[src/rtl/regfile_wb_arbiter_pkg.sv]
// Shared definitions for the register-file writeback arbiter.
//   DEF_DATA_W / DEF_ADDR_W / DEF_NUM_REGS : default geometry (8 x 16-bit)
//   rr_t     : round-robin pointer, RR_ALU (0) prefers the ALU, RR_LD (1) the load unit
//   wb_req_t : one writeback request {dest, data} at the default geometry
package regfile_wb_arbiter_pkg;

  localparam int unsigned DEF_DATA_W   = 16;
  localparam int unsigned DEF_ADDR_W   = 3;
  localparam int unsigned DEF_NUM_REGS = 8;

  typedef enum logic {
    RR_ALU = 1'b0,
    RR_LD  = 1'b1
  } rr_t;

  typedef struct packed {
    logic [DEF_ADDR_W-1:0] dest;
    logic [DEF_DATA_W-1:0] data;
  } wb_req_t;

endpackage

[src/rtl/regfile_wb_arbiter_hold_buf.sv]
// One-entry valid/ready holding buffer for a writeback requester.
//   clk, rst_n            : clock, asynchronous active-low reset
//   req_valid / req_ready : upstream handshake; ready when empty or draining this edge
//   req_dest / req_data   : request captured on a transfer
//   grant                 : arbiter drains the entry at this edge
//   full                  : entry holds a pending write
//   hold_dest / hold_data : the pending write
// Transfers to register 0 are accepted but dropped: they never occupy the entry.
module wb_hold_buf #(
  parameter int unsigned DATA_W = 16,
  parameter int unsigned ADDR_W = 3
) (
  input  logic              clk,
  input  logic              rst_n,
  input  logic              req_valid,
  output logic              req_ready,
  input  logic [ADDR_W-1:0] req_dest,
  input  logic [DATA_W-1:0] req_data,
  input  logic              grant,
  output logic              full,
  output logic [ADDR_W-1:0] hold_dest,
  output logic [DATA_W-1:0] hold_data
);

  logic take;

  assign req_ready = !full || grant;
  assign take      = req_valid && req_ready && (req_dest != '0);

  always_ff @(posedge clk or negedge rst_n) begin
    if (!rst_n) begin
      full      <= 1'b0;
      hold_dest <= '0;
      hold_data <= '0;
    end else if (take) begin
      // a refill on the same edge as a drain keeps the entry occupied
      full      <= 1'b1;
      hold_dest <= req_dest;
      hold_data <= req_data;
    end else if (grant) begin
      full <= 1'b0;
    end
  end

endmodule

[src/rtl/regfile_wb_arbiter.sv]
// Shares the single register-file write port between the ALU and the load unit.
//   alu_* / ld_*     : writeback requests (valid/ready, dest, data), one holding buffer each
//   issue_en/_dest   : issue stage claims a destination; issue_ready says it is free
//   busy             : per-register pending-write scoreboard (bit 0 always clear)
//   reg_write_*      : registered register-file write port
//   overlap_err      : sticky, set when a claim is attempted on a busy register
// Grants alternate round-robin when both buffers are full.
module regfile_wb_arbiter
  import regfile_wb_arbiter_pkg::*;
#(
  parameter int unsigned DATA_W   = DEF_DATA_W,
  parameter int unsigned ADDR_W   = DEF_ADDR_W,
  parameter int unsigned NUM_REGS = DEF_NUM_REGS
) (
  input  logic                clk,
  input  logic                rst_n,
  input  logic                alu_valid,
  output logic                alu_ready,
  input  logic [ADDR_W-1:0]   alu_dest,
  input  logic [DATA_W-1:0]   alu_data,
  input  logic                ld_valid,
  output logic                ld_ready,
  input  logic [ADDR_W-1:0]   ld_dest,
  input  logic [DATA_W-1:0]   ld_data,
  input  logic                issue_en,
  input  logic [ADDR_W-1:0]   issue_dest,
  output logic                issue_ready,
  output logic [NUM_REGS-1:0] busy,
  output logic                reg_write_en,
  output logic [ADDR_W-1:0]   reg_write_dest,
  output logic [DATA_W-1:0]   reg_write_data,
  output logic                overlap_err
);

  logic              alu_full, ld_full;
  logic              grant_alu, grant_ld;
  logic [ADDR_W-1:0] alu_hold_dest, ld_hold_dest;
  logic [DATA_W-1:0] alu_hold_data, ld_hold_data;
  rr_t               rr;
  logic [NUM_REGS-1:0] busy_next;

  wb_hold_buf #(.DATA_W(DATA_W), .ADDR_W(ADDR_W)) u_alu_buf (
    .clk       (clk),
    .rst_n     (rst_n),
    .req_valid (alu_valid),
    .req_ready (alu_ready),
    .req_dest  (alu_dest),
    .req_data  (alu_data),
    .grant     (grant_alu),
    .full      (alu_full),
    .hold_dest (alu_hold_dest),
    .hold_data (alu_hold_data)
  );

  wb_hold_buf #(.DATA_W(DATA_W), .ADDR_W(ADDR_W)) u_ld_buf (
    .clk       (clk),
    .rst_n     (rst_n),
    .req_valid (ld_valid),
    .req_ready (ld_ready),
    .req_dest  (ld_dest),
    .req_data  (ld_data),
    .grant     (grant_ld),
    .full      (ld_full),
    .hold_dest (ld_hold_dest),
    .hold_data (ld_hold_data)
  );

  assign grant_alu = alu_full && (!ld_full || rr == RR_ALU);
  assign grant_ld  = ld_full && (!alu_full || rr == RR_LD);

  assign issue_ready = !busy[issue_dest] || (issue_dest == '0);

  // Clear for the write currently on the port, then set for a new claim,
  // so a claim wins over a completing write to the same register.
  always_comb begin
    busy_next = busy;
    if (reg_write_en) begin
      busy_next[reg_write_dest] = 1'b0;
    end
    if (issue_en && issue_ready && (issue_dest != '0)) begin
      busy_next[issue_dest] = 1'b1;
    end
    busy_next[0] = 1'b0;
  end

  always_ff @(posedge clk or negedge rst_n) begin
    if (!rst_n) begin
      rr             <= RR_ALU;
      reg_write_en   <= 1'b0;
      reg_write_dest <= '0;
      reg_write_data <= '0;
      busy           <= '0;
      overlap_err    <= 1'b0;
    end else begin
      busy <= busy_next;
      if (issue_en && !issue_ready) begin
        overlap_err <= 1'b1;
      end
      if (grant_alu) begin
        rr             <= RR_LD;
        reg_write_en   <= 1'b1;
        reg_write_dest <= alu_hold_dest;
        reg_write_data <= alu_hold_data;
      end else if (grant_ld) begin
        rr             <= RR_ALU;
        reg_write_en   <= 1'b1;
        reg_write_dest <= ld_hold_dest;
        reg_write_data <= ld_hold_data;
      end else begin
        reg_write_en <= 1'b0;
      end
    end
  end

endmodule
[config.mk]
export PLATFORM = sky130hd
export DESIGN_NAME = regfile_wb_arbiter
export DESIGN_NICKNAME = d
export VERILOG_FILES = /design/src/rtl/regfile_wb_arbiter_pkg.sv /design/src/rtl/regfile_wb_arbiter_hold_buf.sv /design/src/rtl/regfile_wb_arbiter.sv
export SDC_FILE = /design/constraint.sdc
export NUM_CORES = 1
export LEC_CHECK = 0
export CAP_MARGIN = 25
export CORE_MARGIN = 2
export CORE_UTILIZATION = 30
export CTS_BUF_LIST = sky130_fd_sc_hd__clkbuf_4
export CTS_CLUSTER_DIAMETER = 80
export DETAILED_ROUTE_END_ITERATION = 10
export SLEW_MARGIN = 5
export SYNTH_ARGS = -nofsm -noshare
export SYNTH_HDL_FRONTEND = slang
export SYNTH_SLANG_ARGS = --single-unit
[constraint.sdc]
create_clock -name clk -period 3.15 [get_ports clk]
set_input_delay 0.63 -clock clk [delete_from_list [all_inputs] [get_ports clk]]
set_output_delay 0.63 -clock clk [all_outputs]
set_load 0.05 [all_outputs]
==> results of run 1 <==
==> cell usage in the layout, fill, tap and decap left out, types with 5 or more instances in the layout <==
master,n
buf_4,6
clkbuf_4,9
clkdlybuf4s50_1,74
dfrtp_1,69
inv_1,6
mux2_2,21
mux2_4,18
mux2i_1,18
nand2_1,26
o21ai_0,17
o21ai_1,5
o31ai_1,5
==> synthesized netlist by cell type <==
master	count	share of area
nand3_4	1	0.0058
o41ai_1	4	0.012
o21ai_0	17	0.028
o21a_1	1	0.0025
nand2b_1	4	0.0083
buf_8	1	0.0050
a21oi_1	4	0.0066
dfrtp_1	69	0.57
o21bai_1	1	0.0025
nor2_1	3	0.0037
clkbuf_1	3	0.0037
buf_2	1	0.0017
o22ai_1	3	0.0062
mux2_4	18	0.089
o31ai_1	5	0.012
nor2b_1	1	0.0021
nand3_1	2	0.0033
conb_1	1	0.0012
nand3b_4	1	0.0066
buf_4	4	0.0099
a21boi_1	1	0.0025
a32oi_1	1	0.0029
mux2_2	21	0.078
o21ai_1	5	0.0083
mux2i_1	18	0.060
nand2_1	26	0.032
nor4bb_1	1	0.0033
nor2b_2	1	0.0029
mux4_2	1	0.0074
inv_1	6	0.0074
buf_6	4	0.015
==> flip-flops by register name, summed over array words and instances (netlist names) <==
register,flops
reg_write_dest,3
u_ld_buf.hold_dest,3
u_alu_buf.full,1
u_ld_buf.hold_data,16
reg_write_en,1
overlap_err,1
busy,7
rr,1
u_alu_buf.hold_dest,3
reg_write_data,16
u_ld_buf.full,1
u_alu_buf.hold_data,16
==> power breakdown <==
part | switching, mW | internal (mW)
Combinational | 0.974 | 0.659
Clock | 0.288 | 0.142
Sequential | 0.223 | 1.17
==> metrics by stage <==
step                 util  total power [mW]  area (µm²)
floorplan               -              2.50        3030
global placement    0.398              3.04        3890
detailed placement  0.398              3.06        3890
CTS                 0.407              3.51        3980
global route        0.407              3.66        3980
finish              0.407              3.45        3980
==> worst min-delay path by stage <==
stage | startpoint | to | slack (ns) | cells after the start
final | rst_n | overlap_err | 0.42 | 2
after global routing | rst_n | busy[2] | 0.48 | 2
after CTS | rst_n | u_alu_buf.hold_data[0] | 0.44 | 2
after detailed placement | overlap_err | overlap_err | 0.47 | 1
after global placement | reg_write_data[6] | reg_write_data[6] | 0.47 | 2
after floorplan | rst_n | busy[1] | 0.33 | 0
==> critical path, cell delays in order <==
cell and delay [ns]:
clkdlybuf4s50_1 0.67, mux2i_1 0.13, mux4_2 0.50, buf_4 0.21
==> final cells by class <==
type                    instances  area [µm²]  area share
multi-input cells             141        1180       0.297
clock buffers                   9        67.6      0.0170
well taps                     133         166      0.0419
repair buffers                 81         791       0.199
flip-flops and latches         69        1730       0.434
inverters                       6        22.5     0.00567
clock inverters                 5        20.0     0.00504
==> layer usage <==
metal | vias up | GRT usage
li1 | 965 | -
met1 | 986 | 0.167
met2 | 62 | 0.194
met3 | 6 | 0.0526
met4 | 0 | 0.0290
met5 | - | 0
==> cell families (layout without fill, tap and decap cells) <==
kind of cell | Yosys count | in the layout | share of synthesized area
muxes | 58 | 58 | 0.234
DFF | 69 | 69 | 0.570
AOI/OAI and AO/OA | 42 | 42 | 0.0835
buffers and inverters | 19 | 101 | 0.0426
other | 1 | 1 | 0.00124
and+or+nand+nor | 40 | 40 | 0.0682
==> results.json, run 1 <==
{
  "run_status": "completed",
  "finalHoldViolations": 0,
  "place_hpwl_um": 4520,
  "clock_latency_ns": 0.39,
  "clk_pin_slew_ns": 0.10,
  "reg2reg_depth": 4,
  "dieArea_um2": 10900,
  "grtUsageTotal": 0.127,
  "place_ws_ns": 0.391,
  "cts_resized": 0,
  "areaGrowthSynthToFinish_pct": 31.3,
  "setup_ws_ns": 0.380,
  "crit_start": "issue_dest[0]",
  "whs_ns": 0.419,
  "top_layer": "met4",
  "antenna_found_initial": 0,
  "met3_wirelength_um": 434,
  "dp.cells": 430,
  "cp.arrival_ns": 2.14,
  "syn_nets": 275,
  "hold_buffers": 0,
  "drt-initial-drc-count": 59,
  "antenna_left": 0,
  "portBuffers": 76,
  "ys_seq_area_frac": 0.570,
  "routed_wl_um": 6580,
  "ir_drop_mv": 0.359,
  "finalCritPeriodShare": 0.879,
  "core-area_um2": 9770,
  "wl_met1_um": 3060,
  "p_leak_nw": 1.69,
  "diodes": 0,
  "grt_pass1_wl_um": 10800,
  "chipHeight_um": 104,
  "clock-skew-final_ns": 0.00757,
  "min_period_ns": 2.77,
  "syn_inst": 229,
  "cts.sinks": 69,
  "numCtsBuffers": 9,
  "tns_ns": 0,
  "synth-seq-cells": 69,
  "cts_tree": "done",
  "yosysWarnings": 0,
  "r2r_slack_ns": 1.10,
  "endpoint": "issue_ready",
  "fmax_mhz": 361,
  "syn_area_per_cell_um2": 13.2,
  "worstPathMaxFanout": 8,
  "grt_pass1_vias": 2054,
  "reg2reg_to": "u_alu_buf.hold_data[7]",
  "cts_buffer_depth": 2,
  "num_vias": 2019,
  "design.portCount": 78,
  "drv_slew": 0,
  "worstReg2RegStart": "u_ld_buf.full",
  "critical_path_class": "in2out",
  "drc": 0,
  "hp-class": "in2async",
  "post_cts.repair.setup_buffers": 0,
  "start_util": 0.310,
  "synth_area_um2": 3030,
  "nets": 354,
  "layout-drive-gt1-share": 0.203,
  "drv_cap": 0,
  "nFillCells": 969,
  "rsz0062_at_grt": "no",
  "row_count": 36,
  "stdcell_count": 444,
  "p_per_area_nw_per_um2": 869,
  "gp_congestion": 0.849,
  "overflow": 0,
  "die_x_um": 104,
  "synth_cell_type_count": 31,
  "max_slew_margin": 0.408,
  "routed_via_density": 4.55,
  "cp-start-kind": "input port",
  "wl_met2_um": 3040,
  "worst_pin_slew_ns": 0.887,
  "routedWlPerCell_um": 14.8,
  "grt_max_degree": 70,
  "cts_root_buf": "clkbuf_4",
  "setup_viol": 0,
  "first_pass_iters": 4,
  "h-tree-depth": 3,
  "required_ns": 2.52,
  "cp-end-kind": "output port"
}
No activity file was read; power rests on OpenSTA's default activity.
==> run 2: changes to the inputs <==
Settings changed: CTS_BUF_LIST sky130_fd_sc_hd__clkbuf_4 to unset.
==> run 2 against run 1 <==
Die area is the same. Sequential power is essentially flat. Routed wire length shrank 0.65%. Combinational power is essentially flat. Setup slack lost 0.0069 ns. Design area grew 2.4%. Sequential cell count is the same. Clock power grew 56%. Worst hold slack gained 0.059 ns. Highest routed layer unchanged.
==> results.json, run 2 (same netlist as run 1, synthesis figures left out) <==
{
  "run_status": "completed",
  "path_delay_family": "buffers and inverters",
  "worstPathMaxFanout": 8,
  "portBuffers": 76,
  "grt_pass1_wl_um": 10700,
  "clk_pin_slew_ns": 0.07,
  "max_slew_margin": 0.414,
  "finalCritPeriodShare": 0.882,
  "layout_commonest_cell": "clkdlybuf4s50_1",
  "max_stage_delay_ns": 0.67,
  "h-tree-depth": 3,
  "hp-class": "in2async",
  "design.portCount": 78,
  "start_util": 0.310,
  "p_sw_frac": 0.407,
  "antenna_found_initial": 0,
  "p_leak_nw": 1.73,
  "worst_pin_slew_ns": 0.879,
  "crit_chain": "clkdlybuf4s50_1, mux2i_1, mux4_2, buf_4",
  "layout_common_cells": "clkdlybuf4s50_1 (74), dfrtp_1 (69), nand2_1 (26), mux2_2 (21)",
  "cts_tree": "done",
  "cts_root_buf": "clkbuf_8",
  "grt_max_degree": 70,
  "grt_pass1_vias": 2024,
  "critical_path_class": "in2out",
  "core-area_um2": 9770,
  "cp-end-kind": "output port",
  "row_count": 36,
  "clock_latency_ns": 0.33,
  "numCtsBuffers": 9,
  "routed_via_density": 4.52,
  "hold_buffers": 0,
  "post_cts.repair.setup_buffers": 0,
  "routedWlPerCell_um": 14.7,
  "ir_drop_mv": 0.330,
  "setup_viol": 0,
  "path_buf_inv": 2,
  "fmax_mhz": 360,
  "p_per_area_nw_per_um2": 908,
  "comb_power_share": 0.442,
  "min_period_ns": 2.78,
  "cp.arrival_ns": 2.15,
  "drc": 0,
  "p_int_mw": 2.19,
  "diodes": 0,
  "cts_resized": 0,
  "drv_slew": 0,
  "num_vias": 2007,
  "required_ns": 2.52,
  "cts_buffer_depth": 2,
  "clock_power_share": 0.181,
  "cp-start-kind": "input port",
  "drv_cap": 0,
  "seqPwrFrac": 0.377,
  "antenna_left": 0,
  "gp_congestion": 0.849,
  "layout-drive-gt1-share": 0.215,
  "dieArea_um2": 10900,
  "drt-initial-drc-count": 53,
  "tns_ns": 0,
  "whs_ns": 0.478,
  "die_x_um": 104,
  "rsz0062_at_grt": "no",
  "first_pass_iters": 4,
  "net-switching-power_mw": 1.50,
  "place_hpwl_um": 4520,
  "areaGrowthSynthToFinish_pct": 34.5,
  "routed_wl_um": 6540,
  "post-route-util": 0.417,
  "top_regs": "reg_write_data (16), u_alu_buf.hold_data (16), u_ld_buf.hold_data (16)",
  "nets": 354,
  "overflow": 0,
  "grtUsageTotal": 0.126,
  "clock-skew-final_ns": 0.00492,
  "chipHeight_um": 104,
  "crit_path_top_delay_cell": "clkdlybuf4s50_1",
  "cts.sinks": 69,
  "finalHoldViolations": 0
}
==> run 2: cell count changes in the layout (fill, tap and decap cells not counted), sizes merged <==
| cell | delta |
|---|---|
| clkbuf | +4 |
| clkinv | -4 |
==> run 2: final cells by class <==
cell class              count  area, µm²
inverters                   6       22.5
repair buffers             81        791
well taps                 133        166
multi-input cells         141       1180
clock inverters             1       5.00
clock buffers              13        179
flip-flops and latches     69       1730
fillers                   952       5700
==> run 2: power by group through the flow <==
stage | Sequential [mW] | Clock, mW | Combinational, mW
after detailed placement | 1.41 | 0 | 1.65
after floorplan | 1.90 | 0 | 0.602
after global placement | 1.41 | 0 | 1.63
after global routing | 1.44 | 0.741 | 1.73
after CTS | 1.40 | 0.703 | 1.65
final | 1.39 | 0.671 | 1.63
==> run 2: metal layers <==
metal  vias to the layer above  global-route usage  wire length [µm]
li1                        960                   -                 -
met1                       978               0.172              3090
met2                        63               0.190              2970
met3                         6              0.0526               428
met4                         0              0.0232                46
met5                         -                   0                 0
==> run 2: final timing paths <==
kind | cells past startpoint | endpoint | startpoint | slack, ns
min | 2 | overlap_err | rst_n | 0.48
min reg2reg | 1 | overlap_err | overlap_err | 0.48
min in group clk | 1 | overlap_err | overlap_err | 0.48
max in group asynchronous | 2 | u_ld_buf.hold_data[7] | rst_n | 2.07
max reg2reg | 4 | u_alu_buf.hold_data[7] | u_ld_buf.full | 1.11
max | 4 | issue_ready | issue_dest[0] | 0.37
==> run 2: through the flow <==
stage	std cells	area (µm²)	setup WS, ns	total power [mW]
6_report	444	4070	0.373	3.70
5_1_grt	444	4070	0.331	3.90
4_1_cts	444	4070	0.388	3.75
3_5_place_dp	430	3890	0.391	3.06
3_3_place_gp	430	3890	0.435	3.04
2_1_floorplan	229	3030	0.975	2.50
